--- src/rtl/opl_bus_pkg.sv ---
// opl_bus_pkg: shared types and constants for the OPL bus master
package opl_bus_pkg;
   typedef enum logic [2:0] {IDLE, ADDR_STB, ADDR_WAIT, DATA_STB, DATA_WAIT, RD_STB} opl_state_t;
   typedef struct packed {
      logic [7:0] reg_no;
      logic [7:0] data;
   } opl_wr_t;
   localparam logic OPL_PORT_ADDR = 1'b0;
   localparam logic OPL_PORT_DATA = 1'b1;
   function automatic int max3(int a, int b, int c);
      return a > b ? (a > c ? a : c) : (b > c ? b : c);
   endfunction
endpackage

--- src/rtl/opl_bus_master_if.sv ---
// opl_bus_master_if: host write/status handshake plus OPL chip-side pins
interface opl_bus_master_if;
   logic       wr_valid, wr_ready;
   logic [7:0] wr_reg, wr_data;
   logic       stat_req, stat_valid;
   logic [7:0] stat_data;
   logic       busy;
   logic       opl_addr;
   logic [7:0] opl_din;
   logic       opl_we, opl_rd;
   logic [7:0] opl_dout;
   logic       opl_irq_n, irq;
   modport master (
      input  wr_valid, wr_reg, wr_data, stat_req, opl_dout, opl_irq_n,
      output wr_ready, stat_valid, stat_data, busy, opl_addr, opl_din, opl_we, opl_rd, irq
   );
   modport slave (
      output wr_valid, wr_reg, wr_data, stat_req, opl_dout, opl_irq_n,
      input  wr_ready, stat_valid, stat_data, busy, opl_addr, opl_din, opl_we, opl_rd, irq
   );
endinterface

--- src/rtl/opl_bus_fifo.sv ---
// opl_bus_fifo: write-request queue, power-of-two depth, async active-high reset
module opl_bus_fifo import opl_bus_pkg::*; #(
   parameter int DEPTH = 8
) (
   input  logic                     clk,
   input  logic                     rst,
   input  logic                     push,
   input  logic                     pop,
   input  opl_wr_t                  din,
   output opl_wr_t                  dout,
   output logic                     full,
   output logic                     empty,
   output logic [$clog2(DEPTH):0]   count
);
   localparam int AW = $clog2(DEPTH);
   typedef logic [AW-1:0] ptr_t;
   typedef logic [AW:0]   cnt_t;
   localparam cnt_t FULL_CNT = cnt_t'(DEPTH);
   opl_wr_t mem [DEPTH];
   ptr_t wp_q, wp_d, rp_q, rp_d;
   cnt_t cnt_q, cnt_d;
   logic do_push, do_pop;
   assign full    = cnt_q == FULL_CNT;
   assign empty   = cnt_q == '0;
   assign count   = cnt_q;
   assign dout    = mem[rp_q];
   assign do_push = push && !full;
   assign do_pop  = pop && !empty;
   always_comb begin
      wp_d  = wp_q + ptr_t'(do_push);
      rp_d  = rp_q + ptr_t'(do_pop);
      cnt_d = cnt_q + cnt_t'(do_push) - cnt_t'(do_pop);
   end
   always_ff @(posedge clk)
      if (do_push) mem[wp_q] <= din;
   always_ff @(posedge clk or posedge rst)
      if (rst) begin
         wp_q  <= '0;
         rp_q  <= '0;
         cnt_q <= '0;
      end else begin
         wp_q  <= wp_d;
         rp_q  <= rp_d;
         cnt_q <= cnt_d;
      end
endmodule

--- src/rtl/opl_bus_master.sv ---
// opl_bus_master: queues OPL register writes and replays them as timed address/data strobes, plus status reads
// Define OPL_ADDR_CACHE_EN to skip the address phase when the register number repeats.
module opl_bus_master import opl_bus_pkg::*; #(
   parameter int FIFO_DEPTH = 8,
   parameter int STB_LEN    = 4,
   parameter int ADDR_GAP   = 12,
   parameter int DATA_GAP   = 84
) (
   input logic               clk,
   input logic               rst,
   opl_bus_master_if.master  bus
);
   // the address wait always lasts at least one cycle so the two strobes never merge
   localparam int AGAP = ADDR_GAP < 1 ? 1 : ADDR_GAP;
   localparam int CW   = $clog2(max3(STB_LEN, AGAP, DATA_GAP) + 1);
   typedef logic [CW-1:0] cnt_t;
   localparam cnt_t STB_RL = cnt_t'(STB_LEN - 1);
   localparam cnt_t AG_RL  = cnt_t'(AGAP - 1);
   localparam cnt_t DG_RL  = cnt_t'(DATA_GAP > 0 ? DATA_GAP - 1 : 0);
   opl_state_t state_q, state_d;
   cnt_t       cnt_q, cnt_d;
   opl_wr_t    cur_q, cur_d, head;
   logic       we_q, we_d, rd_q, rd_d, addr_q, addr_d;
   logic [7:0] din_q, din_d, sdata_q, sdata_d;
   logic       sval_q, pend_q, pend_d;
   logic [1:0] sync_q, sync_d;
   logic       full, empty, pop, rd_issue, hit, done, enter, rd_last;
   logic [$clog2(FIFO_DEPTH):0] fcnt;
   opl_bus_fifo #(.DEPTH(FIFO_DEPTH)) u_fifo (
      .clk(clk), .rst(rst), .push(bus.wr_valid), .pop(pop),
      .din({bus.wr_reg, bus.wr_data}), .dout(head),
      .full(full), .empty(empty), .count(fcnt)
   );
`ifdef OPL_ADDR_CACHE_EN
   logic [7:0] creg_q, creg_d;
   logic       cvld_q, cvld_d;
   assign hit = cvld_q && head.reg_no == creg_q;
   // a status read leaves the chip's address latch unknown to us
   always_comb begin
      creg_d = pop ? head.reg_no : creg_q;
      cvld_d = rd_issue ? 1'b0 : pop ? 1'b1 : cvld_q;
   end
   always_ff @(posedge clk or posedge rst)
      if (rst) begin
         creg_q <= '0;
         cvld_q <= 1'b0;
      end else begin
         creg_q <= creg_d;
         cvld_q <= cvld_d;
      end
`else
   assign hit = 1'b0;
`endif
   assign done    = cnt_q == '0;
   assign enter   = state_d != state_q;
   assign rd_last = state_q == RD_STB && done;
   always_comb begin
      state_d  = state_q;
      pop      = 1'b0;
      rd_issue = 1'b0;
      case (state_q)
         IDLE:
            if (pend_q) begin
               state_d  = RD_STB;
               rd_issue = 1'b1;
            end else if (!empty) begin
               pop = 1'b1;
               if (hit) state_d = DATA_STB;
               else     state_d = ADDR_STB;
            end
         ADDR_STB:  if (done) state_d = ADDR_WAIT;
         ADDR_WAIT: if (done) state_d = DATA_STB;
         DATA_STB, RD_STB:
            if (done) begin
               if (DATA_GAP > 0) state_d = DATA_WAIT;
               else              state_d = IDLE;
            end
         DATA_WAIT: if (done) state_d = IDLE;
         default:   state_d = IDLE;
      endcase
   end
   always_comb begin
      cnt_d   = !enter ? cnt_q - 1'b1 : state_d == ADDR_WAIT ? AG_RL : state_d == DATA_WAIT ? DG_RL : STB_RL;
      cur_d   = pop ? head : cur_q;
      we_d    = state_d == ADDR_STB || state_d == DATA_STB;
      rd_d    = state_d == RD_STB;
      addr_d  = !enter ? addr_q : state_d == DATA_STB ? OPL_PORT_DATA :
                (state_d == ADDR_STB || state_d == RD_STB) ? OPL_PORT_ADDR : addr_q;
      din_d   = !enter ? din_q : state_d == ADDR_STB ? cur_d.reg_no : state_d == DATA_STB ? cur_d.data : din_q;
      sdata_d = rd_last ? bus.opl_dout : sdata_q;
      pend_d  = bus.stat_req || (pend_q && !rd_issue);
      sync_d  = {sync_q[0], ~bus.opl_irq_n};
   end
   always_ff @(posedge clk or posedge rst)
      if (rst) begin
         state_q <= IDLE;
         cnt_q   <= '0;
         cur_q   <= '0;
         we_q    <= 1'b0;
         rd_q    <= 1'b0;
         addr_q  <= 1'b0;
         din_q   <= '0;
         sdata_q <= '0;
         sval_q  <= 1'b0;
         pend_q  <= 1'b0;
         sync_q  <= '0;
      end else begin
         state_q <= state_d;
         cnt_q   <= cnt_d;
         cur_q   <= cur_d;
         we_q    <= we_d;
         rd_q    <= rd_d;
         addr_q  <= addr_d;
         din_q   <= din_d;
         sdata_q <= sdata_d;
         sval_q  <= rd_last;
         pend_q  <= pend_d;
         sync_q  <= sync_d;
      end
   assign bus.wr_ready   = !full;
   assign bus.busy       = fcnt != '0 || state_q != IDLE || pend_q;
   assign bus.opl_we     = we_q;
   assign bus.opl_rd     = rd_q;
   assign bus.opl_addr   = addr_q;
   assign bus.opl_din    = din_q;
   assign bus.stat_data  = sdata_q;
   assign bus.stat_valid = sval_q;
   assign bus.irq        = sync_q[1];
endmodule

--- src/flat_wrapper.sv ---
// flat-port wrapper written by rule: the top's interface ports become plain ports
module opl_bus_master_flat import opl_bus_pkg::*;
#(
   parameter int FIFO_DEPTH = 8,
   parameter int STB_LEN    = 4,
   parameter int ADDR_GAP   = 12,
   parameter int DATA_GAP   = 84
)
  (clk, rst, bus_wr_valid, bus_wr_reg, bus_wr_data, bus_stat_req, bus_opl_dout, bus_opl_irq_n, bus_wr_ready, bus_stat_valid, bus_stat_data, bus_busy, bus_opl_addr, bus_opl_din, bus_opl_we, bus_opl_rd, bus_irq);
  opl_bus_master_if bus_i ();
  input logic clk;
  input logic rst;
  input wire logic [$bits(bus_i.wr_valid)-1:0] bus_wr_valid;
  input wire logic [$bits(bus_i.wr_reg)-1:0] bus_wr_reg;
  input wire logic [$bits(bus_i.wr_data)-1:0] bus_wr_data;
  input wire logic [$bits(bus_i.stat_req)-1:0] bus_stat_req;
  input wire logic [$bits(bus_i.opl_dout)-1:0] bus_opl_dout;
  input wire logic [$bits(bus_i.opl_irq_n)-1:0] bus_opl_irq_n;
  output wire logic [$bits(bus_i.wr_ready)-1:0] bus_wr_ready;
  output wire logic [$bits(bus_i.stat_valid)-1:0] bus_stat_valid;
  output wire logic [$bits(bus_i.stat_data)-1:0] bus_stat_data;
  output wire logic [$bits(bus_i.busy)-1:0] bus_busy;
  output wire logic [$bits(bus_i.opl_addr)-1:0] bus_opl_addr;
  output wire logic [$bits(bus_i.opl_din)-1:0] bus_opl_din;
  output wire logic [$bits(bus_i.opl_we)-1:0] bus_opl_we;
  output wire logic [$bits(bus_i.opl_rd)-1:0] bus_opl_rd;
  output wire logic [$bits(bus_i.irq)-1:0] bus_irq;
  assign bus_i.wr_valid = bus_wr_valid;
  assign bus_i.wr_reg = bus_wr_reg;
  assign bus_i.wr_data = bus_wr_data;
  assign bus_i.stat_req = bus_stat_req;
  assign bus_i.opl_dout = bus_opl_dout;
  assign bus_i.opl_irq_n = bus_opl_irq_n;
  assign bus_wr_ready = bus_i.wr_ready;
  assign bus_stat_valid = bus_i.stat_valid;
  assign bus_stat_data = bus_i.stat_data;
  assign bus_busy = bus_i.busy;
  assign bus_opl_addr = bus_i.opl_addr;
  assign bus_opl_din = bus_i.opl_din;
  assign bus_opl_we = bus_i.opl_we;
  assign bus_opl_rd = bus_i.opl_rd;
  assign bus_irq = bus_i.irq;
  opl_bus_master #(.FIFO_DEPTH(FIFO_DEPTH), .STB_LEN(STB_LEN), .ADDR_GAP(ADDR_GAP), .DATA_GAP(DATA_GAP)) u_core (.clk(clk), .rst(rst), .bus(bus_i));
endmodule
--- config.mk ---
export PLATFORM = sky130hd
export DESIGN_NAME = opl_bus_master_flat
export DESIGN_NICKNAME = d
export VERILOG_FILES = /design/src/rtl/opl_bus_pkg.sv /design/src/rtl/opl_bus_master_if.sv /design/src/rtl/opl_bus_fifo.sv /design/src/rtl/opl_bus_master.sv /design/src/flat_wrapper.sv
export SDC_FILE = /design/constraint.sdc
export NUM_CORES = 1
export LEC_CHECK = 0
export ABC_AREA = 1
export CAP_MARGIN = 20
export CORE_MARGIN = 5
export CORE_UTILIZATION = 65
export CTS_BUF_LIST = sky130_fd_sc_hd__clkbuf_8
export DETAILED_ROUTE_END_ITERATION = 10
export PLACE_DENSITY = 0.94
export SLEW_MARGIN = 20
export SYNTH_ARGS = -nofsm -noshare
export SYNTH_HDL_FRONTEND = slang
export SYNTH_SLANG_ARGS = --single-unit
export TNS_END_PERCENT = 20
--- constraint.sdc ---
create_clock -name clk -period 3.8 [get_ports clk]
set_input_delay 1.14 -clock clk [delete_from_list [all_inputs] [get_ports clk]]
set_output_delay 1.14 -clock clk [all_outputs]
set_load 0.02 [all_outputs]
==> results.md <==
* FF-to-FF End: u_core.u_fifo.count[2]
* Critical path class: flip-flop to output pin
* Total GRT Usage at 0.2562
* R2R depth at 11
* DIE WIDTH at 120.1 um
* First-pass GRT wire length at 28.23 mm
* Total number of vias at around 5500
* Slew @ Worst Pin at 0.8733 ns
* Post-synth top area share at 0.4879
* Synthesized flop and latch total at 187
* # hold bufs at CTS at 0
* Insertion delay to the later sink of the worst-skew pair at between 0.4 and 0.5 ns
* Hold_sp: u_core.sync_q[0]
* Fin. Hold Viols at 0
* Hold depth at 0
* Hold Crit Endpoint: u_core.sync_q[1]
* Final GP Congestion at 0.8790
* Worst-path clk slew at 0.09 ns
* Core area at 0.01196 mm^2
* Area grow syn2layout at 13.51%
* Min Tclk post-route at 3.131 ns
* Worst R2R Setup Slack at roughly 1.2 ns
* Routed wire length at between 15 and 20 mm
* IO Pins at between 50 and 60
* Die span in y at 120.1 um
* Post-DR wirelength/cell at 18.79 um
* Die area at about 0.014 mm^2
* Post-Syn Area per Cell at 11.02 um^2
* Placed insts at 897
* Final worst slack at 0.6692 ns
* Antenna cells at 0
* CTS Buffer Depth at 2
* # setup viols final at 0
* Sequential share of power at 0.562
* Clk network pwr share at 0.316
* Final #Nets at 810
* Total power at 4.485 mW
* Final Cell Area at 0.008944 mm^2
* Fin cells at 929
* Critical Path AT at 1.99 ns
* Internal at 3.343 mW
* Number of synthesized flops with an enable pin at 128
* Yosys warning count at 0
* Accumulated negative setup slack at 0 ns
* Clock sink total at about 190
* CP max FO at 2
* Post-Place Cell Area at approximately 0.0085 mm^2
* DR iter-0 viols at 728
* Mapped Nets at 756
* Leakage at 3.686 nW
* Gr ovfl total at 0
* Comb pwr share at 0.122
* Htree depth at 4
* Commonest cells after routing, fill and taps aside: nand2_1 (160), edfxtp_1 (128), nor2_1 (117)
* Predominant post-synthesis flop cell: edfxtp_1
* Post-synthesis sequential area ratio at 0.6752
* Worst setup SP type: flip-flop
* Hold WC Path Type: flip-flop to flip-flop
* FFs w/ async S/R, synth at 0.3155
* Initial antenna violation count at 0
* DP HPWL at 11.51 mm
* # Post-CTS Setup Buffers at 0
* I/O Buffers at a little over 50
* Status: completed
* RSZ-0062 raised after global routing: no
* Post-Syn Instances at 715
* Vias in the first global route at 5594
* Root buffer cell: clkbuf_8
* Routed Antenna Nets at 0
* Slew HR at 0.4169
* Critical path's largest stage delay at 0.61 ns
* Mapped Area at approximately 0.0079 mm^2
* FF-to-FF Start: u_core.u_fifo.count[2]
* CP max-delay cell: clkdlybuf4s50_1
* Max Freq at 319.4 MHz
* Post-synth cell types at 34
* Rows at 40
* CTS resizes at 0
* Vias/cell at 5.944
* Share of cells above drive strength 1 at 0.09847
* Pre-CTS setup slack at 0.8738 ns
* Largest net degree at the start of global routing at 57
* CP dominant cell by count: inv_1
* Final period util at 0.8239
* Initial Util at 0.6587
* CP required at 2.66 ns
* Setup Skew at 0.01899 ns
* Area contributors post-synth: edfxtp_1 (49%), dfrtp_1 (19%), nand2_1 (7.6%), nor2_1 (5.6%), nand3_1 (3.2%)
* Commonest non-fill, non-tap cell in the layout: nand2_1
* Net Sw Power at 1.143 mW
* Crit path capture type: output pin
* First-pass iteration count of the detailed router at 9
* Synth area leader: edfxtp_1
* Switching share of power at 0.2548
* Max cap viols at 0
* Fin. max-slew vios at 0
* Pwr dens at 501.5 mW/mm^2
* Crit-path cells: inv_1, ha_1, nand4_1, inv_1, nand2_1, clkdlybuf4s50_1
* CTS tree: built
* Total CTS buffers at 17
* VDD IR max at 0.4687 mV
* DRC viols at 0
==> critical path: cells and delay by family (launching register included) <==
family / cells / cell delay [ns]
adder cells (fa/ha/maj): 1 / 0.20
buffers and inverters: 3 / 0.73
flip-flops: 1 / 0.38
AND/OR/NAND/NOR: 2 / 0.19
==> metrics by stage <==
stage	hold slack [ns]	util
after floorplan	0.3312	-
after global placement	0.3323	0.7118
after detailed placement	0.3416	0.7118
after CTS	0.3611	0.7477
after global routing	0.3711	0.7477
final	0.3583	0.7477
==> synthesized netlist by cell type (2+ instances only) <==
library cell and instances:
edfxtp_1 128, buf_6 2, xor2_1 3, nor2_8 2, buf_1 2, ha_1 11
nand2_1 160, o21ai_1 11, or2_2 2, nand3_1 50, nor3_1 4, nor2_1 117
inv_1 39, nand4_1 3, buf_2 11, buf_4 4, a21oi_1 3, nor3_2 2
nor2_4 4, xnor2_1 4, clkbuf_1 8, inv_2 6, o211ai_1 17, nor2_2 5
nand3_4 3, o21ai_0 44, nand2_2 4, dfrtp_1 59, nand3_2 2
==> power groups by stage <==
stage	clock network, mW	registers, mW	logic, mW
3_5_place_dp	0	2.56	0.528
2_1_floorplan	0	2.55	0.314
3_3_place_gp	0	2.55	0.478
5_1_grt	1.51	2.54	0.606
6_report	1.42	2.52	0.545
4_1_cts	1.42	2.52	0.542
==> layer usage <==
metal  part of all wire  track usage  up-vias
met5                  0            0        -
met4              0.026       0.1081        0
met3              0.086      0.06645       43
met2               0.51       0.4268      296
met1               0.38       0.3197     2673
li1                   -            -     2510
==> how the worst max path moves through the flow <==
stage,start,endpoint,slack (ns),cells past startpoint
6_report,u_core.u_fifo.count[3],bus_busy,0.67,6
5_1_grt,u_core.u_fifo.count[3],bus_busy,0.57,6
4_1_cts,u_core.state_q[0],bus_busy,0.67,5
3_5_place_dp,bus_wr_valid,u_core.u_fifo.count[1],0.87,8
3_3_place_gp,bus_wr_valid,u_core.u_fifo.count[1],0.92,8
2_1_floorplan,bus_wr_valid,u_core.u_fifo.mem[0][0],1.18,3
==> flip-flops by register name, indices dropped and copies added (netlist names) <==
signal                 flops
u_core.u_fifo.mem        128
u_core.bus.stat_valid      1
u_core.bus.opl_addr        1
u_core.pend_q              1
u_core.u_fifo.wp_q         3
u_core.bus.opl_we          1
u_core.cur_q              16
u_core.cnt_q               7
u_core.u_fifo.rp_q         3
u_core.bus.opl_rd          1
u_core.bus.opl_din         8
u_core.u_fifo.count        4
u_core.sync_q              2
u_core.state_q             3
u_core.bus.stat_data       8
==> logic make-up (layout without fill, tap and decap cells) <==
group           after synthesis  after routing  synth area share
buf+inv                      74            141           0.04161
compound gates               76             76           0.05399
fa+ha+maj                    12             12           0.02001
flops                       187            187            0.6752
xor+xnor                      7              7          0.007782
simple gates                359            359            0.2014
==> cell type report <==
cell class	count	area, um^2
clock inverter	15	195.2
tap	147	183.9
clock buffer	17	234.0
timing repair buffer	63	600.6
multi-input combinational	454	2231
inverter	46	177.7
fill	706	3018
sequential	187	5321
Power figures use the tool's default switching activity.
